### config.mk
export PLATFORM = sky130hd
export DESIGN_NAME = processing_array_sched
export DESIGN_NICKNAME = d
export VERILOG_FILES = /design/src/rtl/processing_array_sched.sv
export SDC_FILE = /design/constraint.sdc
export NUM_CORES = 1
export LEC_CHECK = 0
export ABC_AREA = 1
export CAP_MARGIN = 40
export CELL_PAD_IN_SITES_DETAIL_PLACEMENT = 1
export CELL_PAD_IN_SITES_GLOBAL_PLACEMENT = 2
export CORE_ASPECT_RATIO = 0.7
export CORE_MARGIN = 2
export CORE_UTILIZATION = 24
export DETAILED_ROUTE_END_ITERATION = 12
export GPL_TIMING_DRIVEN = 0
export PLACE_DENSITY = 0.89
export SETUP_SLACK_MARGIN = 0.5
export SLEW_MARGIN = 20
export SYNTH_ARGS = -nofsm -noshare
export SYNTH_HDL_FRONTEND = slang
export SYNTH_SLANG_ARGS = --single-unit
### constraint.sdc
create_clock -name clk -period 5.89 [get_ports clk]
set_clock_uncertainty 0.15 [all_clocks]
set_input_delay 1.4725 -clock clk [delete_from_list [all_inputs] [get_ports clk]]
set_output_delay 1.4725 -clock clk [all_outputs]
set_load 0.005 [all_outputs]
### src/rtl/processing_array_sched.sv
// Round-robin front end that shares one processing array among NUM_REQ requesters:
// accepts one job, drives the array input, waits the array latency and returns the result.
module processing_array_sched #(
  parameter int NUM_REQ       = 4,
  parameter int ARRAY_SIZE    = 4,
  parameter int DATA_WIDTH    = 8,
  parameter int ARRAY_LATENCY = 2,
  parameter int ID_W          = $clog2(NUM_REQ)
) (
  input  logic                                   clk,
  input  logic                                   rst_n,
  input  logic [NUM_REQ-1:0]                     req_valid,
  input  logic [NUM_REQ-1:0][DATA_WIDTH-1:0]     req_data,
  output logic [NUM_REQ-1:0]                     req_ready,
  output logic [DATA_WIDTH-1:0]                  arr_data_in,
  input  logic [ARRAY_SIZE-1:0][DATA_WIDTH-1:0]  arr_data_out,
  output logic                                   resp_valid,
  input  logic                                   resp_ready,
  output logic [ID_W-1:0]                        resp_id,
  output logic [ARRAY_SIZE-1:0][DATA_WIDTH-1:0]  resp_data,
  output logic                                   busy,
  output logic [15:0]                            job_count
);

  localparam int CNT_W = $clog2(ARRAY_LATENCY + 1);

  typedef enum logic [1:0] {S_IDLE, S_WAIT, S_RESP} state_e;

  state_e                                state_q, state_d;
  logic [ID_W-1:0]                       last_grant_q, last_grant_d;
  logic [CNT_W-1:0]                      cnt_q, cnt_d;
  logic [DATA_WIDTH-1:0]                 arr_data_in_q, arr_data_in_d;
  logic                                  resp_valid_q, resp_valid_d;
  logic [ID_W-1:0]                       resp_id_q, resp_id_d;
  logic [ARRAY_SIZE-1:0][DATA_WIDTH-1:0] resp_data_q, resp_data_d;
  logic [15:0]                           job_count_q, job_count_d;

  logic            grant_found;
  logic [ID_W-1:0] grant_idx;
  logic [ID_W-1:0] cand_id;

  // Rotating priority search: the requester after the last winner is looked at first.
  always_comb begin
    grant_found = 1'b0;
    grant_idx   = '0;
    cand_id     = '0;
    for (int i = 1; i <= NUM_REQ; i++) begin
      cand_id = ID_W'((int'(last_grant_q) + i) % NUM_REQ);
      if (!grant_found && req_valid[cand_id]) begin
        grant_found = 1'b1;
        grant_idx   = cand_id;
      end
    end
  end

  assign req_ready = (state_q == S_IDLE && grant_found) ? (NUM_REQ'(1) << grant_idx) : '0;

  // NOTE: every output of this block gets a default first, so no path leaves a
  // signal unassigned and no latch is inferred.
  always_comb begin
    state_d       = state_q;
    last_grant_d  = last_grant_q;
    cnt_d         = cnt_q;
    arr_data_in_d = arr_data_in_q;
    resp_valid_d  = resp_valid_q;
    resp_id_d     = resp_id_q;
    resp_data_d   = resp_data_q;
    job_count_d   = job_count_q;
    case (state_q)
      S_IDLE: begin
        if (grant_found) begin
          arr_data_in_d = req_data[grant_idx];
          resp_id_d     = grant_idx;
          last_grant_d  = grant_idx;
          cnt_d         = CNT_W'(ARRAY_LATENCY);
          state_d       = S_WAIT;
        end
      end
      S_WAIT: begin
        cnt_d = cnt_q - CNT_W'(1);
        if (cnt_q == CNT_W'(1)) begin
          resp_data_d  = arr_data_out;
          resp_valid_d = 1'b1;
          state_d      = S_RESP;
        end
      end
      S_RESP: begin
        if (resp_ready) begin
          resp_valid_d = 1'b0;
          job_count_d  = job_count_q + 16'd1;
          state_d      = S_IDLE;
        end
      end
      default: state_d = S_IDLE;
    endcase
  end

  // NOTE: state registers use non-blocking assignments so every flop samples the
  // pre-edge values; the reset branch is synchronous and overrides any handshake.
  always_ff @(posedge clk) begin
    if (!rst_n) begin
      state_q       <= S_IDLE;
      last_grant_q  <= ID_W'(NUM_REQ - 1);
      cnt_q         <= '0;
      arr_data_in_q <= '0;
      resp_valid_q  <= 1'b0;
      resp_id_q     <= '0;
      resp_data_q   <= '0;
      job_count_q   <= '0;
    end else begin
      state_q       <= state_d;
      last_grant_q  <= last_grant_d;
      cnt_q         <= cnt_d;
      arr_data_in_q <= arr_data_in_d;
      resp_valid_q  <= resp_valid_d;
      resp_id_q     <= resp_id_d;
      resp_data_q   <= resp_data_d;
      job_count_q   <= job_count_d;
    end
  end

  assign arr_data_in = arr_data_in_q;
  assign resp_valid  = resp_valid_q;
  assign resp_id     = resp_id_q;
  assign resp_data   = resp_data_q;
  assign job_count   = job_count_q;
  assign busy        = (state_q != S_IDLE);

endmodule

==> metrics.log <==
[metrics] min-delay src: resp_data[19]
[metrics] final cycle utilization of the critical path: 89.9%
[metrics] power density normalized to cell area: 430 nW/µm²
[metrics] dpl cells: 804
[metrics] share of flip-flops with an asynchronous set or reset after synthesis: 0%
[metrics] met1 track demand over resource: 18.3%
[metrics] Warnings, synthesis: 0
[metrics] maximum number of pins on one net before global-route repair: 11
[metrics] worst-path cell with the longest stage delay: clkdlybuf4s50_1
[metrics] Avg Cell Area, Syn: 6.74 µm²
[metrics] type of the tightest min-delay check: flop to flop
[metrics] run status: finished clean
[metrics] FP Rows: 35
[metrics] most congested layer reported by global routing: met2
[metrics] Max rail drop VDD: 0.149 mV
[metrics] leakage power summed over all cells: 2.22 nW
[metrics] die span in y: 102 µm
[metrics] FF-to-FF setup slack: 3.71 ns
[metrics] TritonCTS Buffers: 9
[metrics] slew at the pin closest to its max-slew limit: 0.666 ns
[metrics] core area: 13,200 µm²
[metrics] maximum capacitance violations: 0
[metrics] Max FO, Critical Path: 10
[metrics] first-pass GRT wire length: 17.8 mm
[metrics] Gate Count Post-Synth: 485
[metrics] complex-gate fraction of the synthesized area: 11.8%
[metrics] worst max-slew margin expressed relative to the limit: 55.5%
[metrics] maximum root-to-sink buffer count: 2
[metrics] number of flip-flops and latches in the synthesized netlist: 65
[metrics] global route overflow: 0
[metrics] Die X: 144 µm
[metrics] Achievable Freq: 189 MHz
[metrics] total number of H-tree levels: 3
[metrics] Finish-stage setup viols: 0
[metrics] synthesis-to-layout area growth: 59.2%
[metrics] kind of critical path: primary input to output port
[metrics] antenna violations before repair: 0
[metrics] nature of the critical path endpoint: output port
[metrics] nets: 706
[metrics] simple-gate portion of the synthesized area: 34.1%
[metrics] initial cell density of the core: 24.7%
[metrics] detailed-routing iteration count for the pre-antenna-repair pass: 4
[metrics] most used flip-flop cell after synthesis: dfxtp_1
[metrics] met2 usage in global routing: 25.3%
[metrics] via count of the first global-routing pass: 3,741
[metrics] data arrival time of the critical path: 3.67 ns
[metrics] fraction of final layout cells with drive strength greater than 1: 9.40%
[metrics] Sink Count: 65
[metrics] critical path's most frequent cell: nand2_2
[metrics] clock-pin slew of the registers on the worst-case setup and hold paths: 0.05 ns
[metrics] half-perimeter wire length after detailed placement: 8.61 mm
[metrics] area share of fa/ha/maj cells after synthesis: 0.765%
[metrics] data required time of the critical path: 4.27 ns
[metrics] final-report hold violation count: 0
[metrics] post-synth net total: 558
[metrics] post-synthesis instance area: 3270 µm²
[metrics] xor/xnor cell area share of the yosys netlist: 0%
[metrics] I/O pin total: 135
[metrics] RR Startpoint: state_q[1]
[metrics] R2R depth: 9
[metrics] number of filler cells placed in the layout: 1,653
[metrics] root buffer cell: clkbuf_16
[metrics] destination of the worst hold path: resp_data[19]
[metrics] DRC violations left: 0
[metrics] residual antenna-violating net count after detailed routing: 0
[metrics] part of the Yosys area used for sequential elements: 39.8%
[metrics] post-route setup TNS: 0 ns
[metrics] EDFF count, synth: 0
[metrics] max-slew violation total from the final report: 0
[metrics] critical path, cell by cell: clkdlybuf4s50_1 > nand2_1 > nand2_2 > nand2_2 > nand2_2 > inv_1 > nand2_2 > nor2_2 > nand2_4 > nand2_8 > buf_12 > nand2_1 > nor2_1 > clkdlybuf4s50_1
[metrics] Routed WL per cell: 13.2 µm
[metrics] leading cell type in the layout, fill and taps excluded: clkdlybuf4s50_1
[metrics] R2R Path End: job_count[15]
[metrics] RSZ-0062 raised after global routing: true
[metrics] number of violations reported at the end of detailed-routing iteration 0: 72
[metrics] type of origin of the critical path: primary input
[metrics] number of port buffers: 134
[metrics] non-filler cells, final: 823
[metrics] Worst Hold Path Cells: 2
[metrics] largest family of logic cells by synthesized area: simple AND/OR/NAND/NOR gates
[metrics] global router's overall resource usage: 15.2%
[metrics] clock tree from TritonCTS: built
[metrics] most used cells in the layout excluding fill and tap cells: clkdlybuf4s50_1, nand2_1, nand3_1
[metrics] clock latency of the later-clocked register in the worst-skew pair: 0.32 ns
[metrics] weighted congestion at the end of routability-driven global placement: 0.766
[metrics] Final min period: 5.30 ns
[metrics] total length of routed wires: 10.9 mm
[metrics] total number of vias: 3,636
[metrics] vias per inst: 4.42
[metrics] max incr delay on CP: 0.52 ns
[metrics] antenna diode count: 0
[metrics] number of library cell types mapped by synthesis: 28
[metrics] Die ar.: 14,600 µm²
[metrics] multiplexer share of the synthesized area: 0%
[metrics] met3 routing resource usage after global routing: 6.71%
==> Yosys cell counts, types with 3 or more instances <==
cell,n,area [µm²]
nand2_1,94,353
nand3_1,80,400
inv_1,78,293
dfxtp_1,65,1300
a21oi_1,53,265
nor2_1,32,120
nand2_2,21,131
clkbuf_1,13,48.8
o21ai_0,12,60.1
buf_1,3,11.3
buf_6,3,33.8
inv_2,3,11.3
nor2_2,3,18.8
o211ai_1,3,22.5
o21a_1,3,22.5
==> power by group <==
group / total, mW / switching [mW] / leakage [nW] / internal [mW]
combinational: 1.15 / 0.653 / 1.54 / 0.498
sequential: 0.541 / 0.0367 / 0.528 / 0.504
clock: 0.549 / 0.187 / 0.153 / 0.362
==> flip-flops by register name, summed over array words and instances (netlist names) <==
name          flops
job_count        16
state_q           2
last_grant_q      2
cnt_q             2
resp_data        32
resp_valid        1
arr_data_in       8
resp_id           2
==> metal layers <==
metal / up-vias / share of wire (%)
li1: 1828 / -
met1: 1704 / 44
met2: 90 / 46
met3: 14 / 8.7
met4: 0 / 1.0
met5: - / 0
==> final cells by class <==
| type | count | area (µm²) | share of cell area, % |
|---|---|---|---|
| inverter | 81 | 304 | 5.84 |
| tap | 185 | 231 | 4.44 |
| timing repair buffer | 137 | 1380 | 26.4 |
| clock inverter | 2 | 35.0 | 0.673 |
| buffer | 24 | 151 | 2.91 |
| sequential | 65 | 1300 | 25.0 |
| clock buffer | 14 | 274 | 5.26 |
| multi-input combinational | 315 | 1530 | 29.5 |
==> worst max-delay path by stage <==
stage | cells past startpoint | endpoint | slack, ns | startpoint
6_report | 14 | req_ready[1] | 0.59 | req_valid[0]
5_1_grt | 14 | req_ready[1] | 0.47 | req_valid[0]
4_1_cts | 13 | req_ready[1] | 0.51 | req_valid[2]
3_5_place_dp | 13 | req_ready[1] | 0.46 | req_valid[2]
3_3_place_gp | 13 | req_ready[1] | 0.49 | req_valid[2]
2_1_floorplan | 12 | req_ready[0] | 1.77 | req_valid[1]
==> critical path: cells and delay by family <==
family | cells | cell delay (ns)
buf+inv | 4 | 1.19
simple gates | 10 | 1.01
==> kinds of logic (layout without fill, tap and decap cells) <==
family          Yosys count  after routing
compound gates           74             74
flops                    65             65
buf+inv                 105            258
fa+ha+maj                 2              2
simple gates            239            239
==> metrics by stage <==
| stage | worst slack [ns] | area, µm² | hold WS (ns) | total power [mW] | util, % |
|---|---|---|---|---|---|
| after floorplan | 1.77 | 3270 | 0.282 | 1.27 | - |
| after global placement | 0.494 | 4840 | 0.295 | 1.62 | 36.6 |
| after detailed placement | 0.455 | 4840 | 0.307 | 1.66 | 36.6 |
| after CTS | 0.506 | 5160 | 0.314 | 2.23 | 39.0 |
| after global routing | 0.470 | 5210 | 0.329 | 2.42 | 39.4 |
| final | 0.594 | 5210 | 0.313 | 2.24 | 39.4 |
==> repair_timing <==
item,4_1_cts,5_1_grt
setup buffers,0,3
cloned,0,0
endpoints found under the setup margin,4,4
pin swaps,0,2
hold buffers,0,0
hold endpoints to repair,0,0
gates resized for setup,2,10
Note: power is estimated with default switching activity, not from simulation.
